## config.mk

```make
export PLATFORM = sky130hd
export DESIGN_NAME = bg_copy_engine
export DESIGN_NICKNAME = d
export VERILOG_FILES = /design/src/rtl/bg_copy_engine.sv
export SDC_FILE = /design/constraint.sdc
export NUM_CORES = 1
export LEC_CHECK = 0
export CORE_ASPECT_RATIO = 0.7
export CORE_MARGIN = 10
export CORE_UTILIZATION = 51
export CTS_CLUSTER_SIZE = 40
export DETAILED_ROUTE_END_ITERATION = 10
export PLACE_DENSITY = 0.84
export SYNTH_ARGS = -nofsm -noshare
export SYNTH_HDL_FRONTEND = slang
export SYNTH_SLANG_ARGS = --single-unit
```

## constraint.sdc

```tcl
create_clock -name Clk -period 3.3 [get_ports Clk]
set_input_delay 0.99 -clock Clk [delete_from_list [all_inputs] [get_ports Clk]]
set_output_delay 0.99 -clock Clk [all_outputs]
set_load 0.01 [all_outputs]
```

## src/rtl/bg_copy_engine.sv

```systemverilog
// Background copy engine: streams one SRAM background image into OCM,
// one word at a time, with optional end-marker early termination.
//
// state | meaning
// IDLE  | waiting for start
// SETUP | one-cycle settle after base address is latched
// READ  | SRAM read outstanding, waiting for sram_ack
// WRITE | OCM write outstanding, waiting for ocm_ack
// DONE  | copy finished or rejected; held until start drops
module bg_copy_engine #(
  parameter int                DATA_W    = 16,
  parameter int                SRAM_AW   = 20,
  parameter int                OCM_AW    = 19,
  parameter int                NUM_BG    = 4,
  parameter int                IMG_WORDS = 153600,
  parameter int                STRIDE    = 153601,
  parameter bit                MARK_EN   = 1'b1,
  parameter logic [DATA_W-1:0] END_MARK  = DATA_W'(16'hF000),
  localparam int               BGS_W     = (NUM_BG > 1) ? $clog2(NUM_BG) : 1
) (
  input  logic               Clk,
  input  logic               Reset_n,
  input  logic               start,
  input  logic               abort,
  input  logic [BGS_W-1:0]   bg_sel,
  output logic               sram_rd,
  output logic [SRAM_AW-1:0] sram_addr,
  input  logic [DATA_W-1:0]  sram_data,
  input  logic               sram_ack,
  output logic               ocm_we,
  output logic [OCM_AW-1:0]  ocm_addr,
  output logic [DATA_W-1:0]  ocm_data,
  input  logic               ocm_ack,
  output logic               busy,
  output logic               done,
  output logic               err,
  output logic [OCM_AW:0]    words_copied
);

  typedef enum logic [2:0] {S_IDLE, S_SETUP, S_READ, S_WRITE, S_DONE} state_t;

  localparam logic [OCM_AW:0] IMG_LAST = (OCM_AW+1)'(IMG_WORDS);

  state_t             state_q, state_d;
  logic               bg_ok;
  logic               is_mark;
  logic [SRAM_AW-1:0] base;
  logic [OCM_AW:0]    wc_next;

  assign bg_ok   = 32'(bg_sel) < 32'(NUM_BG);
  assign base    = SRAM_AW'(32'(bg_sel) * 32'(STRIDE));
  assign is_mark = MARK_EN && (sram_data >= END_MARK);
  assign wc_next = words_copied + (OCM_AW+1)'(1);

  always_comb begin
    state_d = state_q;
    case (state_q)
      S_IDLE:  if (start) state_d = bg_ok ? S_SETUP : S_DONE;
      S_SETUP: state_d = abort ? S_IDLE : S_READ;
      S_READ: begin
        if (abort)         state_d = S_IDLE;
        else if (sram_ack) state_d = is_mark ? S_DONE : S_WRITE;
      end
      S_WRITE: begin
        if (abort)        state_d = S_IDLE;
        else if (ocm_ack) state_d = (wc_next == IMG_LAST) ? S_DONE : S_READ;
      end
      S_DONE:  if (!start) state_d = S_IDLE;
      default: state_d = S_IDLE;
    endcase
  end

  // Abort wins over a coincident ack so counters stay frozen at the last accepted word.
  always_ff @(posedge Clk) begin
    if (!Reset_n) begin
      state_q      <= S_IDLE;
      sram_addr    <= '0;
      ocm_addr     <= '0;
      ocm_data     <= '0;
      words_copied <= '0;
      err          <= 1'b0;
    end else begin
      state_q <= state_d;
      case (state_q)
        S_IDLE: begin
          if (start) begin
            if (bg_ok) begin
              sram_addr    <= base;
              ocm_addr     <= '0;
              words_copied <= '0;
              err          <= 1'b0;
            end else begin
              err <= 1'b1;
            end
          end
        end
        S_READ: begin
          if (!abort && sram_ack) ocm_data <= sram_data;
        end
        S_WRITE: begin
          if (!abort && ocm_ack) begin
            sram_addr    <= sram_addr + SRAM_AW'(1);
            ocm_addr     <= ocm_addr + OCM_AW'(1);
            words_copied <= wc_next;
          end
        end
        default: ;
      endcase
    end
  end

  assign sram_rd = (state_q == S_READ);
  assign ocm_we  = (state_q == S_WRITE);
  assign busy    = (state_q == S_SETUP) || (state_q == S_READ) || (state_q == S_WRITE);
  assign done    = (state_q == S_DONE);

endmodule

```

# Yosys cells after proc, flatten, opt, wreduce, memory -nomap -nowiden
# Cells that the tools add are included.
[word_totals] elab_cells=49 inputBits=24 ram_bits=0 output_inout_bits=80 romBits=0 ff_bits=78 memories=0 latch_bits=0
[classes] mux=19 n_eq_ne=10 add_sub_neg=3 n_mul=1 bitwise=0 n_reduce_logical=10 shifts=0 n_lt_le_gt_ge=1 n_div=0
[ops] cell="$mux 20" count=4
[ops] cell="$pmux 20 s2" count=2
[ops] cell="$add 20x1->20 const B" count=2
[ops] cell="$mux 19" count=2
[ops] cell="$pmux 19 s2" count=1
[ops] cell="$mux 3" count=8
[ops] cell="$eq 20x18->1 const B" count=1
[ops] cell="$mul 2x18->20 const B" count=1
[ops] cell="$add 19x1->19 const B" count=1
[ops] cell="$ge 16x16->1 const B" count=1
[ops] cell="$pmux 3 s5" count=1
[ops] cell="$eq 3x2->1 const B" count=2
[ops] cell="$ne 3x2->1 const B" count=2
[ops] cell="$ne 2x2->1 const B" count=2
[ops] cell="$reduce_and 4->1" count=1
[ops] cell="$eq 3x1->1 const B" count=1
[ops] cell="$eq 3x3->1 const B" count=1
[ops] cell="$logic_not 3->1" count=1
[ops] cell="$reduce_and 3->1" count=1
[ops] cell="$logic_and 1x1->1" count=2
[ops] cell="$logic_or 1x1->1" count=2
[ops] cell="$mux 2" count=1
[ops] cell="$ne 2x1->1 const B" count=1
[ops] cell="$reduce_and 2->1" count=1
[ops] cell="2 further kinds" count=2

# Logic depth before layout (Yosys ltp)
# Gate-level depths: netlist (run 1).
[depth] depth_word=6 depth_mapped=8 ltp_nobuf=6

# Least setup slack after synthesis (run 1)
# Ideal clock, no wire load.
[synth_path] path_type="input -> register" startpoint="input port abort" endpoint="register ocm_addr[8]" required_time_ps=3183 setup_slack_ps=837 setup_ps=117 path_stages=6 arrival_ps=2346 path_buffers=1 path_cell_list="buf_2 -> nand4b_2 -> a21o_1 -> or4_1 -> xor2_1 -> nor2_1"
[synth_via] elab_chain_len=4
[synth_rtl] item="from (decl)" line="24" rtl="input logic abort,"
[synth_rtl] item="$logic_not 1->1" line="101" rtl="if (!abort && ocm_ack) begin"
[synth_rtl] item="$logic_and 1x1->1" line="101"
[synth_rtl] item="$ne 2x1->1 (no source line)"
[synth_rtl] item="$reduce_and 3->1 (no source line)"
[synth_rtl] item="to (signal assigned)" line="103" rtl="ocm_addr <= ocm_addr + OCM_AW'(1);"
[synth_rtl] item="to (decl)" line="31" rtl="output logic [OCM_AW-1:0] ocm_addr,"
# Every way passes these cells.
# A chain may end at the register's enable or synchronous reset.

# Final worst setup path (run 1)
[layout_path] startpoint="register state_q[1]" endpoint="output port sram_rd"
[layout_via] elab_chain_len=1
[layout_rtl] item="from (decl)" line="44" rtl="state_t state_q, state_d;"
[layout_rtl] item="from (signal assigned)" line="83" rtl="state_q <= state_d;"
[layout_rtl] item="$eq 3x2->1" line="112" rtl="assign sram_rd = (state_q == S_READ);"
[layout_rtl] item="to (decl)" line="26" rtl="output logic sram_rd,"
# Every way passes these cells.

==> results of run 1 <==
## routing by layer
layer  part of all wire, %  up-vias  track usage (%)
met5                     0        -                0
met4                   1.2        0             6.24
met3                    12       20             9.15
met2                    46      195             31.1
met1                    42     2006             24.8
li1                      -     1975                -
## kinds of logic after synthesis
group | Yosys count
buffers and inverters | 40
other | 1
xor gates and xnor gates | 36
muxes | 16
AOI/OAI and AO/OA | 91
and+or+nand+nor | 228
adders and majority gates | 7
DFF | 78
## report_power, final
part | total, mW | switching (mW) | internal (mW) | leakage [nW]
logic | 0.210 | 0.110 | 0.100 | 1.27
registers | 0.983 | 0.0254 | 0.957 | 0.630
clock network | 0.974 | 0.374 | 0.599 | 0.141
total | 2.17 | 0.509 | 1.66 | 2.04
## final cells by class
class / count / area, µm²
Inverter: 6 / 22.5
Multi-Input combinational cell: 379 / 2390
Fill cell: 634 / 2340
Clock buffer: 11 / 243
Tap cell: 101 / 126
Sequential cell: 78 / 1560
Clock inverter: 4 / 47.5
Timing Repair Buffer: 117 / 1150
## final timing paths
kind,endpoint,slack [ns]
worst max-delay path,sram_rd,0.53
worst min-delay path,ocm_data[2]$_SDFFE_PN0P_,0.49
worst max register to register,state_q[2]$_SDFFE_PN0P_,0.95
worst min register to register,ocm_data[2]$_SDFFE_PN0P_,0.49
## sequential cells by signal, indices dropped and copies added (netlist names)
register / cells
ocm_data: 16
state_q: 3
sram_addr: 20
ocm_addr: 19
words_copied: 20
## placed cells by master, fill, tap and decap left out, types with 14 or more instances in the layout
cell type	count
nor3_1	25
mux2i_1	16
xor2_1	18
buf_4	14
xnor2_1	18
nand4_1	18
a21oi_1	29
clkdlybuf4s50_1	102
nand3_1	27
nor2_1	74
dfxtp_1	78
nand2_1	32
## critical path, delay by kind of cell, from the launching register on
| kind | cells | cell delay, ns |
|---|---|---|
| simple gates | 1 | 0.29 |
| buf+inv | 1 | 0.61 |
| flops | 1 | 0.55 |
## through the flow
stage,cells,utilization [%],area (µm²)
after floorplan,497,-,4130
after detailed placement,681,66.6,5240
after global placement,681,66.6,5240
after global routing,696,70.3,5530
final,696,70.3,5530
after CTS,696,70.3,5530
==> reports/results.tsv, run 1 <==
metric	value	unit
Setup crit start kind	flop	
Pre-Repair DR Iteration Count	5	
Post-synth EDFFs	0	
vias in the first global route	4059	
die width	127	µm
Power Total	2.17	mW
min-delay src	ocm_data[2]$_SDFFE_PN0P_	
worst r2r src	words_copied[0]$_SDFFE_PN0P_	
CP cell instances	nor3b_1 -> clkdlybuf4s50_1	
CP max stage delay	0.61	ns
die footprint	0.0121	mm²
Seq/Total Area, Yosys	37.9	%
Crit Path Class	reg2out	
GRT Total Usage	20.2	%
final net count	622	
Synth-to-Final Area Change	34.2	%
CTS tree	built	
Cell variety after synth	61	
Crit. End Element	output pin	
Post-Synth XOR/XNOR Area	7.64	%
Placer Congestion	0.915	
grt ovf	0	
ANT nets after route	0	
Slew @ Worst Pin	0.695	ns
CP Data Arrival Time	1.78	ns
leading area contributor after synthesis	dfxtp_1	
CTS Root Cell	clkbuf_16	
Required @ worst endpoint	2.31	ns
first-pass GRT wire length	20300	µm
P_leak	2.04	nW
final worst slack	0.528	ns
Cells after Synth	497	
htree depth	3	
Post-Syn Area per Cell	8.30	µm²
skew final	0.00558	ns
via/cell ratio	6.03	
fin crit share	84.0	%
Setup violations, final	0	
number of top-level pins	104	
initial antenna violation count	0	
area share of the largest cell type after synthesis	37.9	%
top cells by count, synth	dfxtp_1, nor2_1, nand2_1	
Iter 0 DRT Violations	547	
status	completed	
max_cap viols	0	
largest net degree at the start of global routing	30	
syn nets	528	
worst reg2reg path depth	6	
CP max FO	13	
fin crit period	2.77	ns
CTS-repair resized insts	0	
largest family of logic cells by synthesized area	simple AND/OR/NAND/NOR gates	
simple logic cell fraction of the synthesized area	28.8	%
Worst-path clk slew	0.06	ns
Max Slew Vio Count	0	
final WL	12400	µm
top_reg_cell synth	dfxtp_1	
mux cell area share after synthesis	3.88	%
drt wl/cell	17.8	µm
Synth Register Bits	78	
cell area after synthesis	0.00413	mm²
synth warn	0	
layout cell share with drive strength beyond 1	7.39	%
Remaining DRCs	0	
count leader, synth	dfxtp_1	
Clock Tree Buf Depth	2	
post-synthesis compound-gate area fraction	15.2	%
Antenna diodes	0	
Die Ht	95.2	µm
Final TNS setup	0	ns
CTS Sinks	78	
Tightest Hold Check Type	reg2reg	
I/O Buffers	102	
core area	0.00787	mm²
via count	4196	
Hold Buf Count CTS	0	
largest cells by area after synthesis	dfxtp_1, nor2_1, mux2i_1	
Fmax achieved	361	MHz
Starting Density	52.4	%
pwr/cell area	391	mW/mm²
Max VDD drop	0.000225	V
RSZ-0062 raised after global routing	no	
Final Hold Fails	0	
worst skew pair latency	0.33	ns
FP Rows	27	
crit path from	state_q[1]$_SDFFE_PN0P_	
relative slew slack	53.2	%
Fin Hold WS	0.492	ns
Slowest-stage cell, CP	clkdlybuf4s50_1	
Synth Area in Adders	2.12	%
post-detail-place hpwl	9010	µm
hold depth	2	
Synth async-reset ratio	0	%
number of CTS-inserted buffers	9	
Place WS	0.227	ns
Post-CTS Setup Inserts	0	
Note: power is estimated with default switching activity, not from simulation.
==> run 2: changes to the inputs <==
- CORE_UTILIZATION: 51 -> 45
- PLACE_DENSITY: 0.84 -> 0.78
- clock period: 3.3 -> 2.3 ns (I/O delays scaled with it)
==> run 2 against run 1 <==
  * Sequential power is 42% higher
  * Sequential share of layout area is 1.3 points lower
  * Highest routed layer unchanged
  * Critical path depth is 1 lower
  * Sequential cell count stayed put
==> reports/results.tsv, run 2 (synthesis results as in run 1) <==
metric	value	unit	change
number of CTS-inserted buffers	9		unchanged
FP Rows	29		was 27
Placer Congestion	0.890		was 0.915
Setup violations, final	0		unchanged
fin crit period	2.22	ns	
Die Ht	100	µm	was 95.2 µm
vias in the first global route	3999		was 4,059
final core occ	64.6	%	was 70.3%
Max VDD drop	0.000389	V	was 0.000225 V
die footprint	0.0135	mm²	was 0.0121 mm²
Worst-path clk slew	0.06	ns	about the same
final net count	642		was 622
layout cell share with drive strength beyond 1	10.9	%	was 7.39%
Crit Path Class	reg2out		unchanged
met3 Usage GRT	7.98	%	was 9.15%
htree depth	3		unchanged
RSZ-0062 raised after global routing	no		unchanged
drt wl/cell	16.9	µm	was 17.8 µm
skew final	0.00968	ns	was 0.00558 ns
Post-CTS Setup Inserts	0		unchanged
Synth-to-Final Area Change	41.0	%	was 34.2%
CP cell instances	clkdlybuf4s50_1		was nor3b_1 -> clkdlybuf4s50_1
fin crit share	96.4	%	
CP Data Arrival Time	1.53	ns	was 1.78 ns
fill cell count	747		was 634
commonest cells after routing, fill and taps aside	clkdlybuf4s50_1, dfxtp_1, nor2_1, nand2_1, a21oi_1		unchanged
crit-path leading delay family	buffers and inverters		unchanged
Power Total	3.20	mW	was 2.17 mW
P_leak	2.22	nW	was 2.04 nW
I/O Buffers	102		unchanged
CP max FO	11		was 13
Setup crit start kind	flop		unchanged
Fmax achieved	451	MHz	
max_cap viols	0		unchanged
Clock Tree Buf Depth	2		unchanged
hold depth	2		unchanged
post-detail-place hpwl	9230	µm	was 9010 µm
CP max stage delay	0.62	ns	was 0.61 ns
initial antenna violation count	1		was 0
Remaining DRCs	0		unchanged
CTS Sinks	78		unchanged
Crit. End Element	output pin		unchanged
GRT Max-Usage Layer	met2		unchanged
Max Slew Vio Count	0		unchanged
Final TNS setup	0	ns	unchanged
die width	134	µm	was 127 µm
first-pass GRT wire length	20200	µm	was 20,300 µm
M1 GR Usage	22.9	%	was 24.8%
number of top-level pins	104		unchanged
final WL	12500	µm	was 12,400 µm
GRT Total Usage	18.2	%	was 20.2%
Slew @ Worst Pin	0.578	ns	was 0.695 ns
Final Hold Fails	0		unchanged
CTS tree	built		unchanged
core area	0.00900	mm²	was 0.00787 mm²
Pre-Repair DR Iteration Count	5		unchanged
DP Cell Count	724		was 681
biggest regs	sram_addr: 20 flops, words_copied: 20 flops, ocm_addr: 19 flops		unchanged
status	completed		unchanged
via/cell ratio	5.71		was 6.03
via count	4228		was 4,196
CP Buf/Inv Count	1		unchanged
pwr/cell area	550	mW/mm²	was 391 mW/mm²
critical path depth	1		was 2
storage element area	0.00157	mm²	was 0.00156 mm²
CTS Root Cell	clkbuf_16		unchanged
placed cell area	0.00550	mm²	was 0.00524 mm²
Fin Hold WS	0.497	ns	was 0.492 ns
worst reg2reg path depth	6		unchanged
Iter 0 DRT Violations	329		was 547
Design Area, Final	0.00582	mm²	was 0.00553 mm²
worst skew pair latency	0.34	ns	was 0.33 ns
grt ovf	0		unchanged
largest net degree at the start of global routing	29		was 30
ANT nets after route	0		unchanged
Starting Density	45.8	%	was 52.4%
final worst slack	0.0828	ns	was 0.528 ns
relative slew slack	61.1	%	was 53.2%
most common cell after layout, fill and taps aside	clkdlybuf4s50_1		unchanged
met2 usage	27.8	%	was 31.1%
Place WS	-0.352	ns	was 0.227 ns
Slowest-stage cell, CP	clkdlybuf4s50_1		unchanged
non-filler cells, final	741		was 696
Required @ worst endpoint	1.61	ns	was 2.31 ns
Tightest Hold Check Type	reg2reg		unchanged
multi-input logic area	0.00240	mm²	was 0.00239 mm²
## run 2: final timing paths
path                                                    from                  endpoint  slack [ns]
worst min register to register      ocm_data[8]$_SDFFE_PN0P_  ocm_data[8]$_SDFFE_PN0P_        0.50
worst max register to register  words_copied[1]$_SDFFE_PN0P_   state_q[2]$_SDFFE_PN0P_        0.14
worst max-delay path            words_copied[5]$_SDFFE_PN0P_           words_copied[5]        0.08
worst min-delay path                ocm_data[8]$_SDFFE_PN0P_  ocm_data[8]$_SDFFE_PN0P_        0.50
## run 2: power breakdown
group | internal, mW | switching (mW) | total [mW]
clock | 0.870 | 0.582 | 1.45
sequential | 1.37 | 0.0296 | 1.40
combinational | 0.176 | 0.168 | 0.344
## run 2: worst min-delay path, delay by kind of cell (launching register included)
kind / cells / cell delay, ns
mux: 1 / 0.07
simple gates: 1 / 0.07
flops: 1 / 0.32
## run 2: final cells by class
type / count / area share [%]
clock buffer: 11 / 4.17
inverter: 6 / 0.387
tap: 124 / 2.67
timing repair buffer: 137 / 23.6
antenna: 1 / 0.0430
multi-input combinational: 379 / 41.2
sequential: 78 / 26.9
clock inverter: 5 / 1.01
## run 2: repair_timing
item / 4_1_cts / 5_1_grt
setup endpoints to repair: 4 / 18
endpoints found under the hold margin: 0 / 0
resized for setup: 5 / 4
pin swaps: 0 / 0
hold buffers: 0 / 0
## run 2: per-layer routing
metal	routed length, µm	vias to the layer above	part of all wire [%]
met1	5560	2005	44
met3	1310	16	10
met5	0	-	0
met4	163	0	1.3
met2	5500	177	44
li1	-	2030	-
